### config.mk
export PLATFORM = sky130hd
export DESIGN_NAME = cmd_assembler
export DESIGN_NICKNAME = d
export VERILOG_FILES = /design/src/rtl/cmd_pkg.sv /design/src/rtl/resp_tx_ctrl.sv /design/src/rtl/cmd_assembler.sv
export SDC_FILE = /design/constraint.sdc
export NUM_CORES = 1
export LEC_CHECK = 0
export BUFFER_PORTS_ARGS = -buffer_cell sky130_fd_sc_hd__buf_2
export CAP_MARGIN = 20
export CORE_UTILIZATION = 54
export CTS_CLUSTER_DIAMETER = 50
export DETAILED_ROUTE_END_ITERATION = 16
export PLACE_DENSITY = 0.79
export SETUP_SLACK_MARGIN = 0.1
export SLEW_MARGIN = 20
export SYNTH_ARGS = -nofsm -noshare
export SYNTH_HDL_FRONTEND = slang
export SYNTH_SLANG_ARGS = --single-unit
### constraint.sdc
create_clock -name clk -period 1.8 [get_ports clk]
set_input_delay 0.36 -clock clk [delete_from_list [all_inputs] [get_ports clk]]
set_output_delay 0.36 -clock clk [all_outputs]
set_load 0.01 [all_outputs]
### src/rtl/cmd_pkg.sv
// Shared types and constants for the UART command front end.
package cmd_pkg;

    // Receive-side command assembly states
    typedef enum logic [1:0] {
        IDLE,
        BYTE2,
        BYTE3,
        HOLD
    } rx_state_t;

    // Transmit-side response states
    typedef enum logic {
        TX_IDLE,
        TX_BUSY
    } tx_state_t;

    // Command opcodes carried in cmd[23:16]
    localparam logic [7:0] DUMP_CH  = 8'h01;
    localparam logic [7:0] CFG_GAIN = 8'h02;
    localparam logic [7:0] CFG_TRG  = 8'h03;
    localparam logic [7:0] TRIG_POS = 8'h04;
    localparam logic [7:0] SET_DEC  = 8'h05;
    localparam logic [7:0] WRT_TRG  = 8'h06;
    localparam logic [7:0] WRT_CC   = 8'h07;
    localparam logic [7:0] EEP_WR   = 8'h08;
    localparam logic [7:0] EEP_RD   = 8'h09;

    // Response status bytes
    localparam logic [7:0] ACK = 8'hA5;
    localparam logic [7:0] NAK = 8'hEE;

endpackage

### src/rtl/resp_tx_ctrl.sv
// Response transmit path: hands one byte to the UART transmitter and
// reports completion when the transmitter signals done.
module resp_tx_ctrl
    import cmd_pkg::*;
(
    input  logic       clk,
    input  logic       rst_n,
    input  logic [7:0] resp_data,
    input  logic       send_resp,
    input  logic       tx_done,
    output logic [7:0] tx_data,
    output logic       trmt,
    output logic       resp_sent
);

    tx_state_t  state_q, state_d;
    logic [7:0] tx_data_q, tx_data_d;
    logic       trmt_q, trmt_d;
    logic       resp_sent_q, resp_sent_d;
    logic       tx_done_q;

    // Next-state and pulse generation; requests while busy are dropped
    always_comb begin
        state_d     = state_q;
        tx_data_d   = tx_data_q;
        trmt_d      = 1'b0;
        resp_sent_d = 1'b0;
        case (state_q)
            TX_IDLE: begin
                if (send_resp) begin
                    tx_data_d = resp_data;
                    trmt_d    = 1'b1;
                    state_d   = TX_BUSY;
                end
            end
            TX_BUSY: begin
                if (tx_done && !tx_done_q) begin
                    resp_sent_d = 1'b1;
                    state_d     = TX_IDLE;
                end
            end
            default: state_d = TX_IDLE;
        endcase
    end

    // State, data and pulse registers; tx_done history for edge detection
    always_ff @(posedge clk or negedge rst_n) begin
        if (!rst_n) begin
            state_q     <= TX_IDLE;
            tx_data_q   <= '0;
            trmt_q      <= 1'b0;
            resp_sent_q <= 1'b0;
            tx_done_q   <= 1'b0;
        end else begin
            state_q     <= state_d;
            tx_data_q   <= tx_data_d;
            trmt_q      <= trmt_d;
            resp_sent_q <= resp_sent_d;
            tx_done_q   <= tx_done;
        end
    end

    assign tx_data   = tx_data_q;
    assign trmt      = trmt_q;
    assign resp_sent = resp_sent_q;

endmodule

### src/rtl/cmd_assembler.sv
// Assembles three UART bytes into a 24-bit command with an inter-byte
// timeout, and forwards response bytes to the UART transmitter.
module cmd_assembler
    import cmd_pkg::*;
#(
    parameter int unsigned TIMEOUT_CYC = 1_000_000
) (
    input  logic        clk,
    input  logic        rst_n,
    input  logic [7:0]  rx_data,
    input  logic        rx_rdy,
    output logic        clr_rx_rdy,
    output logic [23:0] cmd,
    output logic        cmd_rdy,
    input  logic        clr_cmd_rdy,
    input  logic [7:0]  resp_data,
    input  logic        send_resp,
    output logic [7:0]  tx_data,
    output logic        trmt,
    input  logic        tx_done,
    output logic        resp_sent,
    output logic        cmd_err
);

    localparam int unsigned      CNT_W   = $clog2(TIMEOUT_CYC + 1);
    localparam logic [CNT_W-1:0] TO_LAST = CNT_W'(TIMEOUT_CYC - 1);

    rx_state_t        state_q, state_d;
    logic [23:0]      cmd_q, cmd_d;
    logic             cmd_rdy_q, cmd_rdy_d;
    logic             clr_q, clr_d;
    logic             err_q, err_d;
    logic [CNT_W-1:0] cnt_q, cnt_d;
    logic             take;

    // Receive FSM: capture bytes, run the inter-byte timeout, hold the result.
    // The cycle after a capture ignores rx_rdy because the UART has not yet
    // seen clr_rx_rdy; the counter defaults to zero so every capture and
    // every non-waiting state clears it.
    always_comb begin
        state_d   = state_q;
        cmd_d     = cmd_q;
        cmd_rdy_d = cmd_rdy_q;
        clr_d     = 1'b0;
        err_d     = 1'b0;
        cnt_d     = '0;
        take      = rx_rdy && !clr_q;
        case (state_q)
            IDLE: begin
                if (take) begin
                    cmd_d[23:16] = rx_data;
                    clr_d        = 1'b1;
                    state_d      = BYTE2;
                end
            end
            BYTE2: begin
                if (take) begin
                    cmd_d[15:8] = rx_data;
                    clr_d       = 1'b1;
                    state_d     = BYTE3;
                end else if (cnt_q == TO_LAST) begin
                    err_d   = 1'b1;
                    state_d = IDLE;
                end else begin
                    cnt_d = cnt_q + CNT_W'(1);
                end
            end
            BYTE3: begin
                if (take) begin
                    cmd_d[7:0] = rx_data;
                    clr_d      = 1'b1;
                    cmd_rdy_d  = 1'b1;
                    state_d    = HOLD;
                end else if (cnt_q == TO_LAST) begin
                    err_d   = 1'b1;
                    state_d = IDLE;
                end else begin
                    cnt_d = cnt_q + CNT_W'(1);
                end
            end
            HOLD: begin
                if (clr_cmd_rdy) begin
                    cmd_rdy_d = 1'b0;
                    state_d   = IDLE;
                end
            end
            default: state_d = IDLE;
        endcase
    end

    // Receive-side registers
    always_ff @(posedge clk or negedge rst_n) begin
        if (!rst_n) begin
            state_q   <= IDLE;
            cmd_q     <= '0;
            cmd_rdy_q <= 1'b0;
            clr_q     <= 1'b0;
            err_q     <= 1'b0;
            cnt_q     <= '0;
        end else begin
            state_q   <= state_d;
            cmd_q     <= cmd_d;
            cmd_rdy_q <= cmd_rdy_d;
            clr_q     <= clr_d;
            err_q     <= err_d;
            cnt_q     <= cnt_d;
        end
    end

    assign cmd        = cmd_q;
    assign cmd_rdy    = cmd_rdy_q;
    assign clr_rx_rdy = clr_q;
    assign cmd_err    = err_q;

    resp_tx_ctrl u_resp_tx_ctrl (
        .clk       (clk),
        .rst_n     (rst_n),
        .resp_data (resp_data),
        .send_resp (send_resp),
        .tx_done   (tx_done),
        .tx_data   (tx_data),
        .trmt      (trmt),
        .resp_sent (resp_sent)
    );

endmodule

==> qor.yml, run 1 <==
clocking:
  cts.sinks: 61
  insertion_delay_ns: 0.33
  cts_max_level: 3
  cts_tree: "built"
  clockRootBuffer: "clkbuf_8"
  cts_buffers: 9
  cts_buffer_depth: 2
  cts.clk_slew.worst_paths_ns: 0.07
yosys:
  synthMuxAreaShare_pct: 13.14
  netlist_area_um2: 2829
  synth_commonest_cells: "dfrtp_1, mux2_2, nor2_2, nand2_1, xnor2_1"
  synth_top_cell_by_area: "dfrtp_1"
  synthSimpleGateAreaFrac_pct: 18.80
  synth_top_area_share_pct: 53.96
  synthXorXnorAreaFrac_pct: 4.644
  avgSynthCellArea_um2: 12.63
  synth-seq-cells: 61
  synth_top_family_by_area: "simple AND/OR/NAND/NOR gates"
  ys.flop_type: "dfrtp_1"
  async_flop_share_pct: 100.0
  ys_types: 46
  synth_compound_area_share_pct: 4.157
  synth_edf_count: 0
  syn_inst: 224
  synth_area_leaders: "dfrtp_1, mux2_2, nor2_2"
  ys_seq_area_share_pct: 53.96
  syn_nets: 253
  ys_warn_count: 0
  yosysMostFrequentCell: "dfrtp_1"
  synth_adder_area_share_pct: 3.096
setup_path:
  startpoint_type: "register"
  worstPathRequired_ns: 2.01
  crit_type: "register to register"
  path_cells: "nor4bb_2 > nand4b_1 > o31ai_4 > buf_12 > nor2_2"
  cp_max_fo: 20
  cp_top_family: "simple AND/OR/NAND/NOR gates"
  end_kind: "register"
  worstPathArrival_ns: 1.90
  critPathBufInv: 1
  slowest_stage: "dfrtp_1"
  worst_path_largest_cell_delay_ns: 0.46
global_routing:
  grt_pass1_wl_um: 8859
  grt_pass1_vias: 1915
  grt_max_degree: 62
  track_usage_pct: 21.65
  antenna_found_initial: 0
  grt-ovfl-total: 0
route:
  routedWlPerCell_um: 14.42
  top_layer_used: "met4"
  ant_nets: 0
  first_iter_violations: 91
  vias: 1933
  routed-wl-met2_um: 2509
  drt_wl_total_um: 5220
  vias_per_cell: 5.340
  dr_wl_met3_um: 230
  drt_pass1_iterations: 4
  m1WireLength_um: 2431
  drc: 0
floorplanning:
  start_util_pct: 57.97
  die_y_um: 74.38
  core_area_um2: 4880
  row_count: 25
  dieArea_um2: 5532
  die_x_um: 74.38
  ioPinCount: 59
timing:
  tightestPinTransition_ns: 0.3702
  min_period_ns: 1.687
  finalSetupTns_ns: 0
  hold_viol: 0
  setup_viol: 0
  rsz0062_at_grt: "true"
  fmax_mhz: 592.7
  skew_ns: 0.007334
  slew_violations: 0
  period_share_pct: 93.73
  relSlewSlack_pct: 75.26
final_layout:
  nets: 319
  drive_gt1_share_pct: 48.47
  syn_to_final_growth_pct: 20.92
  antenna_cells: 0
  post-route-util_pct: 70.10
place:
  dp_hpwl_um: 3560
  place.gp.congestion: 0.8470
  io_buffers: 58
power_and_ir_drop:
  power_density_nw_per_um2: 1372
  peakVddDrop_mv: 0.9051
  p_leak_uw: 0.001495
min_path:
  hold_path_class: "input port to asynchronous set/reset pin"
run_status:
  outcome: "complete, no violations"
job:
  cap_violations: 0
## registers in the layout, indices dropped and copies added (netlist names)
| name | flops |
|---|---|
| state_q | 2 |
| clr_rx_rdy | 1 |
| cmd_err | 1 |
| cmd | 24 |
| u_resp_tx_ctrl.state_q | 1 |
| u_resp_tx_ctrl.tx_data | 8 |
| cmd_rdy | 1 |
| cnt_q | 20 |
| u_resp_tx_ctrl.resp_sent | 1 |
| u_resp_tx_ctrl.tx_done_q | 1 |
| u_resp_tx_ctrl.trmt | 1 |
## metrics by stage
stage / hold slack, ns / worst slack, ns / total power, µW / area, µm² / cells
finish: 0.02567 / 0.1128 / 4694 / 3421 / 362
global route: 0.03765 / 0.05474 / 4978 / 3421 / 362
CTS: 0.03730 / 0.1011 / 4730 / 3410 / 362
detailed placement: 0.3939 / 0.07890 / 3535 / 3211 / 346
global placement: 0.3923 / 0.1247 / 3481 / 3211 / 346
floorplan: 0.06441 / 0.3284 / 2966 / 2829 / 224
## worst reg2reg max path: stages (launching register included)
cell      delay [ns]
dfrtp_1         0.46
nor4bb_2        0.34
nand4b_1        0.23
o31ai_4         0.26
buf_12          0.22
nor2_2          0.07
## power by group
group	internal, µW	leakage [µW]	total [µW]	switching [µW]
clock	674	0.0000964	1180	511
sequential	1760	0.000768	1970	209
combinational	743	0.000631	1540	801
## logic make-up after synthesis
kind of cell / Yosys count
compound gates: 15
xor+xnor: 15
fa+ha+maj: 7
buf+inv: 11
flops: 61
mux: 33
simple gates: 82
## layer usage
layer | global-route usage, % | vias up
li1 | - | 926
met1 | 28.74 | 946
met2 | 33.73 | 57
met3 | 4.743 | 4
met4 | 10.69 | 0
met5 | 0 | -
## layout by cell type, fill, tap and decap left out, types with 4 or more instances in the layout
cell type	count
xor2_1	5
inv_1	4
a21oi_1	4
nor2_1	9
nand3_1	6
nor2_2	17
xnor2_1	10
nand2_1	10
mux2_2	32
nand4_1	5
ha_1	7
dfrtp_1	61
buf_2	58
clkbuf_8	10
## area by class of cell
type / instances / area, µm²
Tap cell: 67 / 83.83
Clock inverter: 4 / 47.55
Timing Repair Buffer: 62 / 345.3
Fill cell: 366 / 1459
Multi-Input combinational cell: 152 / 1257
Sequential cell: 61 / 1526
Clock buffer: 12 / 145.1
Inverter: 4 / 15.01
## path summary, 6_finish.rpt
path,startpoint,cells after the start,to,slack (ns)
worst max-delay path,cnt_q[10],5,cnt_q[4],0.11
worst min-delay path,rst_n,2,cmd[17],0.03
worst max register to register,cnt_q[10],5,cnt_q[4],0.11
worst min register to register,cmd[21],1,cmd[21],0.50
max in group asynchronous,rst_n,2,cnt_q[1],1.51
min in group clk,tx_done,1,u_resp_tx_ctrl.tx_done_q,0.15
## what timing repair did
| item | in CTS | in global routing |
|---|---|---|
| hold buffers | 0 | 0 |
| cloned | 0 | 0 |
| endpoints found under the setup margin | 2 | 22 |
| pin swaps | 0 | 1 |
| gates resized for setup | 1 | 2 |
| buffers inserted | 0 | 0 |
Power figures use the tool's default switching activity.
==> run 2, diff against run 1 <==
Settings changed: CELL_PAD_IN_SITES_DETAIL_PLACEMENT from default to 1, CELL_PAD_IN_SITES_GLOBAL_PLACEMENT from default to 2, CORE_MARGIN from default to 1.5, CORE_UTILIZATION 54 to 36, PLACE_DENSITY 0.79 to default, PLACE_DENSITY_LB_ADDON from default to 0.1, SLEW_MARGIN 20 to default.
==> run 2 against run 1 <==
Net effect: critical path depth unchanged; sequential power about the same; fmax up 3.7%; critical endpoint is now cnt_q[13].
==> qor.yml, run 2 (synthesis gave the netlist of run 1 again) <==
timing:
  fmax_mhz: 614.4  # +3.7%
  tightestPinTransition_ns: 0.4158  # +0.04564 ns
  slew_violations: 0  # unchanged
  rsz0062_at_grt: "false"
  min_period_ns: 1.628  # -0.05954 ns
  setup_viol: 0  # unchanged
  finalSetupTns_ns: 0  # unchanged
  period_share_pct: 90.43  # -3.3 points
  relSlewSlack_pct: 72.28  # -3.0 points
  hold_viol: 0  # unchanged
  skew_ns: 0.01201  # +0.004674 ns
power_and_ir_drop:
  p_leak_uw: 0.001540  # +3.0%
  power_density_nw_per_um2: 1312  # -4.4%
  peakVddDrop_mv: 0.4236  # -53%
run_status:
  outcome: "complete, no violations"
floorplanning:
  dieArea_um2: 8399  # +52%
  die_x_um: 91.65  # +23%
  core_area_um2: 7647  # +57%
  row_count: 32  # +28%
  die_y_um: 91.65  # +23%
  start_util_pct: 36.99  # -21 points
  ioPinCount: 59  # unchanged
setup_path:
  path_cells: "nor4bb_2 > nand4b_1 > o31ai_4 > buf_12 > nor2_2"
  critPathCapture: "cnt_q[13]"
  slowest_stage: "dfrtp_1"
  r2r_slack_ns: 0.17  # +0.06 ns
  cp_top_family: "simple AND/OR/NAND/NOR gates"
  critPathBufInv: 1  # unchanged
  crit_path_start: "cnt_q[11]"
  reg2reg_depth: 5  # unchanged
  cp_max_fo: 20  # unchanged
  worst_path_largest_cell_delay_ns: 0.45  # about the same
  critical_path_depth: 5  # unchanged
  reg2reg_from: "cnt_q[11]"
  worstPathRequired_ns: 2.02  # about the same
  reg2reg_to: "cnt_q[13]"
  startpoint_type: "register"
  crit_type: "register to register"
  worstPathArrival_ns: 1.85  # -0.05 ns
  end_kind: "register"
global_routing:
  grt_pass1_wl_um: 10700  # +21%
  grt_max_degree: 33  # -47%
  grt_pass1_vias: 2077  # +8.5%
  track_usage_pct: 16.43  # -5.2 points
  antenna_found_initial: 0  # unchanged
  grt-ovfl-total: 0  # unchanged
route:
  drc: 0  # unchanged
  vias: 2001  # +3.5%
  first_iter_violations: 45  # -51%
  vias_per_cell: 4.929  # -7.7%
  drt_pass1_iterations: 4  # unchanged
  ant_nets: 0  # unchanged
  drt_wl_total_um: 6296  # +21%
  routedWlPerCell_um: 15.51  # +7.5%
final_layout:
  multi_input_area_um2: 1276  # +1.5%
  layout_common_cells: "dfrtp_1, buf_2, mux2_2"
  syn_to_final_growth_pct: 24.68
  antenna_cells: 0  # unchanged
  regArea_um2: 1526  # unchanged
  drive_gt1_share_pct: 50.99  # +2.5 points
  post-route-util_pct: 46.12  # -24 points
  fillCellCount: 854  # +130%
  layout_commonest_cell: "dfrtp_1"
  nets: 329  # +3.1%
  largest_register_ff_count: 24  # unchanged
clocking:
  cts_buffers: 9  # unchanged
  cts_tree: "built"
  cts.sinks: 61  # unchanged
  insertion_delay_ns: 0.34  # about the same
  postCtsSetupRepairBufs: 0  # unchanged
  cts.clk_slew.worst_paths_ns: 0.08  # about the same
  clockRootBuffer: "clkbuf_8"
  cts_buffer_depth: 2  # unchanged
  cts_max_level: 3  # unchanged
place:
  place.gp.congestion: 0.7091  # -16%
  dp_hpwl_um: 4517  # +27%
  io_buffers: 58  # unchanged
job:
  cap_violations: 0  # unchanged
min_path:
  hold_path_class: "input port to asynchronous set/reset pin"
==> run 2: worst min-delay path by stage <==
stage / end / cells past startpoint / start / slack (ns)
finish: u_resp_tx_ctrl.trmt / 2 / rst_n / 0.03
global route: u_resp_tx_ctrl.trmt / 2 / rst_n / 0.07
CTS: u_resp_tx_ctrl.tx_data[0] / 2 / rst_n / 0.04
detailed placement: cmd[11] / 2 / rst_n / 0.41
global placement: cmd[19] / 2 / rst_n / 0.41
floorplan: clr_rx_rdy / 0 / rst_n / 0.06
==> run 2: power breakdown <==
| group | total (µW) | switching (µW) | internal [µW] |
|---|---|---|---|
| registers | 1960 | 209 | 1760 |
| logic | 1570 | 806 | 768 |
| clock network | 1090 | 558 | 531 |
==> run 2: area by class of cell <==
cell class | count | share of cell area, %
flip-flops and latches | 61 | 43.28
well taps | 102 | 3.618
multi-input cells | 152 | 36.18
clock buffers | 10 | 3.902
clock inverters | 5 | 1.029
inverters | 4 | 0.4257
repair buffers | 72 | 11.56
==> run 2: layer usage <==
layer	vias up	track usage (%)	part of all wire, %
met5	-	0	0
met4	0	6.641	1.4
met3	8	2.819	3.9
met2	41	25.12	46
met1	1010	23.12	48
li1	942	-	-
==> run 2: through the flow <==
step                      hold WS [ns]  total power [µW]  cells  cell area (µm²)  setup slack, ns
after detailed placement        0.4091              3606    391             3317        -0.002813
after global placement          0.4063              3571    391             3317          0.04968
after CTS                      0.03970              4712    406             3497           0.1191
after global routing           0.07134              4964    406             3527          0.05367
final                          0.03412              4627    406             3527           0.1723
after floorplan                0.06441              2966    224             2829           0.3284
==> run 2: timing repair <==
item / CTS / global route
hold buffers: 0 / 0
setup endpoints to repair: 2 / 22
resized for setup: 1 / 5
